==> config.mk <==
export PLATFORM = sky130hd
export DESIGN_NAME = axi_mmu_win
export DESIGN_NICKNAME = d
export VERILOG_FILES = /design/src/rtl/axi_mmu_win.sv
export SDC_FILE = /design/constraint.sdc
export NUM_CORES = 1
export LEC_CHECK = 0
export CAP_MARGIN = 0
export CORE_AREA = 2 2 198 200
export DETAILED_ROUTE_END_ITERATION = 10
export DIE_AREA = 0 0 200 202
export PLACE_DENSITY = 0.37
export SLEW_MARGIN = 10
export SYNTH_ARGS = -nofsm -noshare
export SYNTH_HDL_FRONTEND = slang
export SYNTH_SLANG_ARGS = --single-unit
==> constraint.sdc <==
create_clock -name clk -period 3 [get_ports clk]
set_clock_uncertainty 0.1 [all_clocks]
set_input_delay 0.45 -clock clk [delete_from_list [all_inputs] [get_ports clk]]
set_output_delay 0.45 -clock clk [all_outputs]
set_load 0.005 [all_outputs]
==> src/rtl/axi_mmu_win.sv <==
// axi_mmu_win: AXI3 address-window MMU.
// Matches every AW/AR address against P_NWIN windows (lowest index wins) and
// remaps permitted accesses onto the window's target base. Unmapped or
// permission-denied accesses are terminated locally with DECERR after all
// forwarded transactions of that direction have drained, which keeps
// per-ID response ordering intact.
// Ports:
//   clk, rst_n      - clock, asynchronous active-low reset
//   axis_*          - slave AXI3 port from the CPU (AW, W+wid, B, AR, R)
//   axim_*          - master AXI3 port to the interconnect (same signal set)
module axi_mmu_win #(
  parameter int                    P_AXI_IDWIDTH = 4,
  parameter int                    P_NWIN        = 4,
  parameter logic [32*P_NWIN-1:0]  P_WIN_BASE    = {P_NWIN{32'h0}},
  parameter logic [32*P_NWIN-1:0]  P_WIN_MASK    = {P_NWIN{32'hFE00_0000}},
  parameter logic [32*P_NWIN-1:0]  P_WIN_TARGET  = {P_NWIN{32'h0200_0000}},
  parameter logic [2*P_NWIN-1:0]   P_WIN_PERM    = {P_NWIN{2'b11}},
  parameter int                    P_MAX_OUTST   = 8
) (
  input  logic                     clk,
  input  logic                     rst_n,
  // slave AW / W / B
  input  logic [P_AXI_IDWIDTH-1:0] axis_awid,
  input  logic [31:0]              axis_awaddr,
  input  logic [3:0]               axis_awlen,
  input  logic [2:0]               axis_awsize,
  input  logic [1:0]               axis_awburst,
  input  logic                     axis_awvalid,
  output logic                     axis_awready,
  input  logic [P_AXI_IDWIDTH-1:0] axis_wid,
  input  logic [63:0]              axis_wdata,
  input  logic [7:0]               axis_wstrb,
  input  logic                     axis_wlast,
  input  logic                     axis_wvalid,
  output logic                     axis_wready,
  output logic [P_AXI_IDWIDTH-1:0] axis_bid,
  output logic [1:0]               axis_bresp,
  output logic                     axis_bvalid,
  input  logic                     axis_bready,
  // slave AR / R
  input  logic [P_AXI_IDWIDTH-1:0] axis_arid,
  input  logic [31:0]              axis_araddr,
  input  logic [3:0]               axis_arlen,
  input  logic [2:0]               axis_arsize,
  input  logic [1:0]               axis_arburst,
  input  logic                     axis_arvalid,
  output logic                     axis_arready,
  output logic [P_AXI_IDWIDTH-1:0] axis_rid,
  output logic [63:0]              axis_rdata,
  output logic [1:0]               axis_rresp,
  output logic                     axis_rlast,
  output logic                     axis_rvalid,
  input  logic                     axis_rready,
  // master AW / W / B
  output logic [P_AXI_IDWIDTH-1:0] axim_awid,
  output logic [31:0]              axim_awaddr,
  output logic [3:0]               axim_awlen,
  output logic [2:0]               axim_awsize,
  output logic [1:0]               axim_awburst,
  output logic                     axim_awvalid,
  input  logic                     axim_awready,
  output logic [P_AXI_IDWIDTH-1:0] axim_wid,
  output logic [63:0]              axim_wdata,
  output logic [7:0]               axim_wstrb,
  output logic                     axim_wlast,
  output logic                     axim_wvalid,
  input  logic                     axim_wready,
  input  logic [P_AXI_IDWIDTH-1:0] axim_bid,
  input  logic [1:0]               axim_bresp,
  input  logic                     axim_bvalid,
  output logic                     axim_bready,
  // master AR / R
  output logic [P_AXI_IDWIDTH-1:0] axim_arid,
  output logic [31:0]              axim_araddr,
  output logic [3:0]               axim_arlen,
  output logic [2:0]               axim_arsize,
  output logic [1:0]               axim_arburst,
  output logic                     axim_arvalid,
  input  logic                     axim_arready,
  input  logic [P_AXI_IDWIDTH-1:0] axim_rid,
  input  logic [63:0]              axim_rdata,
  input  logic [1:0]               axim_rresp,
  input  logic                     axim_rlast,
  input  logic                     axim_rvalid,
  output logic                     axim_rready
);

  localparam logic [3:0] MAX_OUT = 4'(P_MAX_OUTST);

  typedef struct packed {
    logic        hit;
    logic [1:0]  perm;
    logic [31:0] addr;
  } lu_t;

  // Walk from the top index down so the lowest-index hit overwrites the rest.
  function automatic lu_t lookup(input logic [31:0] a);
    lu_t r;
    r = '0;
    for (int i = P_NWIN - 1; i >= 0; i--) begin
      if ((a & P_WIN_MASK[32*i +: 32]) == (P_WIN_BASE[32*i +: 32] & P_WIN_MASK[32*i +: 32])) begin
        r.hit  = 1'b1;
        r.perm = P_WIN_PERM[2*i +: 2];
        r.addr = (P_WIN_TARGET[32*i +: 32] & P_WIN_MASK[32*i +: 32]) |
                 (a & ~P_WIN_MASK[32*i +: 32]);
      end
    end
    return r;
  endfunction

  lu_t  aw_lu, ar_lu;
  logic aw_ok, ar_ok;

  always_comb begin
    aw_lu = lookup(axis_awaddr);
    ar_lu = lookup(axis_araddr);
    aw_ok = aw_lu.hit & aw_lu.perm[1];
    ar_ok = ar_lu.hit & ar_lu.perm[0];
  end

  // Address/data payloads always pass; only the valid/ready pairs are gated.
  assign axim_awid    = axis_awid;
  assign axim_awaddr  = aw_lu.addr;
  assign axim_awlen   = axis_awlen;
  assign axim_awsize  = axis_awsize;
  assign axim_awburst = axis_awburst;
  assign axim_wid     = axis_wid;
  assign axim_wdata   = axis_wdata;
  assign axim_wstrb   = axis_wstrb;
  assign axim_wlast   = axis_wlast;
  assign axim_arid    = axis_arid;
  assign axim_araddr  = ar_lu.addr;
  assign axim_arlen   = axis_arlen;
  assign axim_arsize  = axis_arsize;
  assign axim_arburst = axis_arburst;

  // ---------------- write path ----------------
  typedef enum logic [1:0] {W_IDLE, W_FWD, W_SINK, W_ERESP} wst_t;
  wst_t                     w_st, w_nxt;
  logic [3:0]               wr_outst;
  logic [P_AXI_IDWIDTH-1:0] bid_q;

  always_comb begin
    w_nxt        = w_st;
    axim_awvalid = 1'b0;
    axis_awready = 1'b0;
    axim_wvalid  = 1'b0;
    axis_wready  = 1'b0;
    axis_bvalid  = axim_bvalid;
    axis_bid     = axim_bid;
    axis_bresp   = axim_bresp;
    axim_bready  = axis_bready;
    case (w_st)
      W_IDLE: begin
        if (aw_ok) begin
          if (wr_outst < MAX_OUT) begin
            axim_awvalid = axis_awvalid;
            axis_awready = axim_awready;
            if (axis_awvalid && axim_awready) w_nxt = W_FWD;
          end
        end else if (wr_outst == 4'd0) begin
          // blocked: only once every forwarded write has its B back
          axis_awready = 1'b1;
          if (axis_awvalid) w_nxt = W_SINK;
        end
      end
      W_FWD: begin
        axim_wvalid = axis_wvalid;
        axis_wready = axim_wready;
        if (axis_wvalid && axim_wready && axis_wlast) w_nxt = W_IDLE;
      end
      W_SINK: begin
        axis_wready = 1'b1;
        if (axis_wvalid && axis_wlast) w_nxt = W_ERESP;
      end
      W_ERESP: begin
        axis_bvalid = 1'b1;
        axis_bresp  = 2'b11;
        axis_bid    = bid_q;
        axim_bready = 1'b0;
        if (axis_bready) w_nxt = W_IDLE;
      end
      default: w_nxt = W_IDLE;
    endcase
    if (!rst_n) begin
      axim_awvalid = 1'b0;
      axis_awready = 1'b0;
    end
  end

  always_ff @(posedge clk or negedge rst_n) begin
    if (!rst_n) begin
      w_st     <= W_IDLE;
      wr_outst <= 4'd0;
      bid_q    <= '0;
    end else begin
      w_st <= w_nxt;
      if (w_st == W_IDLE && w_nxt == W_SINK) bid_q <= axis_awid;
      case ({axim_awvalid && axim_awready, axim_bvalid && axim_bready})
        2'b10:   wr_outst <= wr_outst + 4'd1;
        2'b01:   wr_outst <= wr_outst - 4'd1;
        default: wr_outst <= wr_outst;
      endcase
    end
  end

  // ---------------- read path ----------------
  typedef enum logic {R_IDLE, R_ERR} rst_t;
  rst_t                     r_st, r_nxt;
  logic [3:0]               rd_outst;
  logic [P_AXI_IDWIDTH-1:0] rid_q;
  logic [3:0]               rlen_q, beat;

  always_comb begin
    r_nxt        = r_st;
    axim_arvalid = 1'b0;
    axis_arready = 1'b0;
    axis_rvalid  = axim_rvalid;
    axis_rid     = axim_rid;
    axis_rdata   = axim_rdata;
    axis_rresp   = axim_rresp;
    axis_rlast   = axim_rlast;
    axim_rready  = axis_rready;
    case (r_st)
      R_IDLE: begin
        if (ar_ok) begin
          if (rd_outst < MAX_OUT) begin
            axim_arvalid = axis_arvalid;
            axis_arready = axim_arready;
          end
        end else if (rd_outst == 4'd0) begin
          axis_arready = 1'b1;
          if (axis_arvalid) r_nxt = R_ERR;
        end
      end
      R_ERR: begin
        axis_rvalid = 1'b1;
        axis_rid    = rid_q;
        axis_rdata  = '0;
        axis_rresp  = 2'b11;
        axis_rlast  = (beat == rlen_q);
        axim_rready = 1'b0;
        if (axis_rready && beat == rlen_q) r_nxt = R_IDLE;
      end
      default: r_nxt = R_IDLE;
    endcase
    if (!rst_n) begin
      axim_arvalid = 1'b0;
      axis_arready = 1'b0;
    end
  end

  always_ff @(posedge clk or negedge rst_n) begin
    if (!rst_n) begin
      r_st     <= R_IDLE;
      rd_outst <= 4'd0;
      rid_q    <= '0;
      rlen_q   <= 4'd0;
      beat     <= 4'd0;
    end else begin
      r_st <= r_nxt;
      if (r_st == R_IDLE && r_nxt == R_ERR) begin
        rid_q  <= axis_arid;
        rlen_q <= axis_arlen;
        beat   <= 4'd0;
      end else if (r_st == R_ERR && axis_rready) begin
        beat <= beat + 4'd1;
      end
      case ({axim_arvalid && axim_arready, axim_rvalid && axim_rready && axim_rlast})
        2'b10:   rd_outst <= rd_outst + 4'd1;
        2'b01:   rd_outst <= rd_outst - 4'd1;
        default: rd_outst <= rd_outst;
      endcase
    end
  end

endmodule

==> flow_summary_export.csv <==
group,metric,value,unit
setup_path,reg2reg_to,"wr_outst[3]$_DFFE_PN0P_",
setup_path,r2r_cells,12,
power,leakagePower,2.79,nW
setup_path,end_kind,"register",
logic_synthesis,yosysTopAreaCell,"buf_4",
clock_network,cts-root-buf,"clkbuf_16",
die,coreArea,0.0383,mm²
global_route,grt_pass1_wl,22200,µm
logic_synthesis,ys_types,46,
placement,dpl.hpwl,13600,µm
logic_synthesis,ys_top_cells_by_area,"buf_4 25%, dfrtp_1 19%, nor2b_1 12%, mux2_2 5.7%, and2_1 4.8%",
detailed_routing,initialDrtViolationCount,97,
timing,setup_viol,0,
timing,hold_slack,0.415,ns
logic_synthesis,yosys.cell_count.top_type,"buf_4",
timing,rsz0062_at_grt,"false",
min_path,min_from,"rid_q[0]$_DFFE_PN0P_",
clock_network,cts_htree_levels,1,
logic_synthesis,ys_ff_latch,27,
setup_path,critPathArrivalTime,2.96,ns
setup_path,rrSetupSlack,0.39,ns
global_route,grt_pass1_vias,3554,
job,maxCapViolations,0,
setup_path,start_kind,"primary input",
logic_synthesis,muxShareOfSynthArea,8.30,%
die,rows,72,
die,io_pins,510,
logic_synthesis,async_flop_share,100,%
die,die_h,202,µm
timing,fmax,345,MHz
logic_synthesis,syn_avg_cell_area,8.61,µm²
timing,hold_violations,0,
power,peakVddDrop,0.260,mV
detailed_routing,antenna_left,0,
min_path,hold_class,"register to register",
min_path,whs_path_depth,1,
final_layout,drive_gt1_share,13.6,%
logic_synthesis,yosysWarnings,0,
logic_synthesis,syn_area,0.00353,mm²
logic_synthesis,synth-xor-area-share,3.72,%
global_route,antenna_found_initial,0,
detailed_routing,drc_errors,0,
logic_synthesis,synth_flop_cell,"dfrtp_1",
setup_path,slowest_stage,"or4_4",
global_route,grtUsageMet1,8.03,%
detailed_routing,vias_per_cell,2.97,
placement,routabilityCongestion,0.659,
min_path,min_to,"rid_q[0]$_DFFE_PN0P_",
setup_path,critPathMaxFanout,2,
setup_path,cpLargestDelayFamily,"simple AND/OR/NAND/NOR gates",
final_layout,num_antenna_cells,0,
clock_network,clock_latency,0.28,ns
final_layout,fin_nets,909,
global_route,grt_max_degree,78,
status,outcome,"complete, no violations",
setup_path,cpMostUsedCell,"ha_4",
timing,slew_viol_final,0,
detailed_routing,first_pass_iters,4,
global_route,grt.busiest_layer,"met2",
logic_synthesis,synth_compound_area_share,5.43,%
detailed_routing,totalWireLength,15900,µm
logic_synthesis,ys_seq_area_share,19.1,%
global_route,use_met2,13.0,%
setup_path,path_class,"primary input to register",
logic_synthesis,yosys.area_share.adder,5.39,%
setup_path,reg2reg_from,"w_st[1]$_DFF_PN0_",
setup_path,crit_cells,14,
timing,period_minus_slack,2.90,ns
detailed_routing,dr_total_vias,3438,
logic_synthesis,syn_inst,410,
power,p_per_area,497,mW/mm²
die,start_util,9.22,%
die,die_area,0.0404,mm²
logic_synthesis,synth_top_area_share,25.1,%
placement,place_ws,-0.376,ns
die,die-width,200,µm
clock_network,clk_pin_slew_worst_paths,0.08,ns
logic_synthesis,yosys.area_share.simple,29.3,%
logic_synthesis,synth_top_family_by_area,"simple AND/OR/NAND/NOR gates",
global_route,gr-total-overflow,0,
global_route,use_met3,3.05,%
detailed_routing,wl_per_cell,13.8,µm
placement,io_buffer_count,317,
logic_synthesis,synth-edff-count,0,
setup_path,crit_buf_inv,3,
setup_path,critical-path-max-stage-delay,0.43,ns
global_route,grtUsageTotal,7.29,%
timing,setup_ws,0.102,ns
final_layout,area_growth,92.8,%
clock_network,clock_sinks,27,
setup_path,cp.required,3.06,ns
clock_network,tritoncts,"yes",
setup_path,crit_chain,"clkdlybuf4s50_1, or4_4, nor4_4, buf_4, buf_6, and3_4, nand2_4, ha_4, ha_4, a21o_1, a21oi_2, xnor2_1, nor2_1, xor2_1",
logic_synthesis,synth_common_cells,"118 x buf_4, 67 x nor2b_1, 27 x and2_1, 27 x dfrtp_1, 22 x and3_1",
clock_network,numCtsBuffers,3,
timing,period_share,96.6,%
clock_network,cts_max_path_buffers,2,
-- metal layers --
layer	wire length (µm)	vias to the layer above
met5	0	-
met4	299	0
met3	1760	32
met2	7790	227
met1	6060	1517
li1	-	1662
-- final cells by class --
cell class	instances	area (µm²)
flip-flops and latches	27	677
inverters	12	46.3
multi-input cells	248	1940
clock inverters	1	8.76
clock buffers	3	75.1
fillers	4289	31500
well taps	518	648
repair buffers	347	3410
-- layout by cell type, fill, tap and decap left out, drive strengths merged, types with 2 or more instances in the layout --
cell type | synthesis | layout
or2 | 6 | 6
a31oi | 2 | 2
ha | 12 | 12
a21oi | 4 | 4
and3 | 28 | 28
nand2 | 9 | 9
a21o | 2 | 2
o21ai | 4 | 4
inv | 11 | 12
nor2b | 67 | 67
xnor2 | 6 | 6
clkbuf | 11 | 3
fa | 2 | 2
nor3 | 6 | 6
mux2 | 22 | 22
nor4 | 4 | 4
conb | 1 | 12
mux2i | 3 | 3
xor2 | 9 | 9
dlygate4sd2 | 0 | 23
nand4 | 2 | 2
nand3 | 3 | 3
dfrtp | 27 | 27
a22o | 4 | 4
dlymetal6s2s | 0 | 2
clkdlybuf4s50 | 0 | 291
buf | 123 | 30
and2 | 27 | 27
nor2 | 4 | 4
-- sequential cells by signal, indices dropped and copies added, names as in the netlist --
| register | count |
|---|---|
| bid_q | 4 |
| w_st | 2 |
| beat | 4 |
| wr_outst | 4 |
| r_st | 1 |
| rlen_q | 4 |
| rd_outst | 4 |
| rid_q | 4 |
-- report_power, final --
part	switching [W]	leakage, nW	internal, W	total, W
Combinational	0.000904	2.42	0.00140	0.00230
Sequential	0.000195	0.329	0.000541	0.000736
Clock	0.000161	0.0415	0.000186	0.000347
-- how the worst max path moves through the flow --
stage / from / endpoint / slack (ns)
floorplan: axis_araddr[27] / rd_outst[3]$_DFFE_PN0P_ / 0.02
global placement: axis_araddr[27] / rd_outst[3]$_DFFE_PN0P_ / -0.34
detailed placement: axis_araddr[27] / rd_outst[3]$_DFFE_PN0P_ / -0.38
CTS: axis_araddr[27] / axim_araddr[2] / -0.08
global route: axis_araddr[27] / rd_outst[3]$_DFFE_PN0P_ / 0.003
finish: axis_araddr[27] / rd_outst[3]$_DFFE_PN0P_ / 0.10
-- logic make-up (layout without fill, tap and decap cells) --
| kind of cell | Yosys count | count (layout) |
|---|---|---|
| and+or+nand+nor | 160 | 160 |
| buffers and inverters | 146 | 363 |
| DFF | 27 | 27 |
| muxes | 25 | 25 |
| AOI/OAI and AO/OA | 22 | 22 |
| xor gates and xnor gates | 15 | 15 |
| adders and majority gates | 14 | 14 |
| other | 1 | 12 |
-- through the flow --
step / utilization [%] / cells / setup TNS, ns / instance area [µm²] / total power, W
2_1_floorplan: - / 421 / 0 / 3570 / 0.00187
3_3_place_gp: 17.4 / 1149 / -5.08 / 6640 / 0.00308
3_5_place_dp: 17.4 / 1149 / -5.66 / 6640 / 0.00306
4_1_cts: 17.7 / 1156 / -0.162 / 6790 / 0.00347
5_1_grt: 17.8 / 1156 / 0 / 6800 / 0.00369
6_report: 17.8 / 1156 / 0 / 6800 / 0.00338
-- timing repair --
action                     CTS  global route
cloned                       0             0
buffers inserted             3             0
pin swaps                    8             2
setup endpoints to repair   28            10
resized for setup           38             3
hold buffers                 0             0
-- worst reg2reg max path, stage by stage (launching register included) --
cell,delay (ns)
dfrtp_1,0.44
inv_1,0.18
ha_1,0.23
nand2_1,0.11
nor3_2,0.19
nand2_1,0.08
ha_1,0.19
ha_1,0.27
a21o_1,0.18
a21oi_1,0.17
xnor2_1,0.14
nor2_1,0.07
xor2_1,0.14
Power figures use the tool's default switching activity.
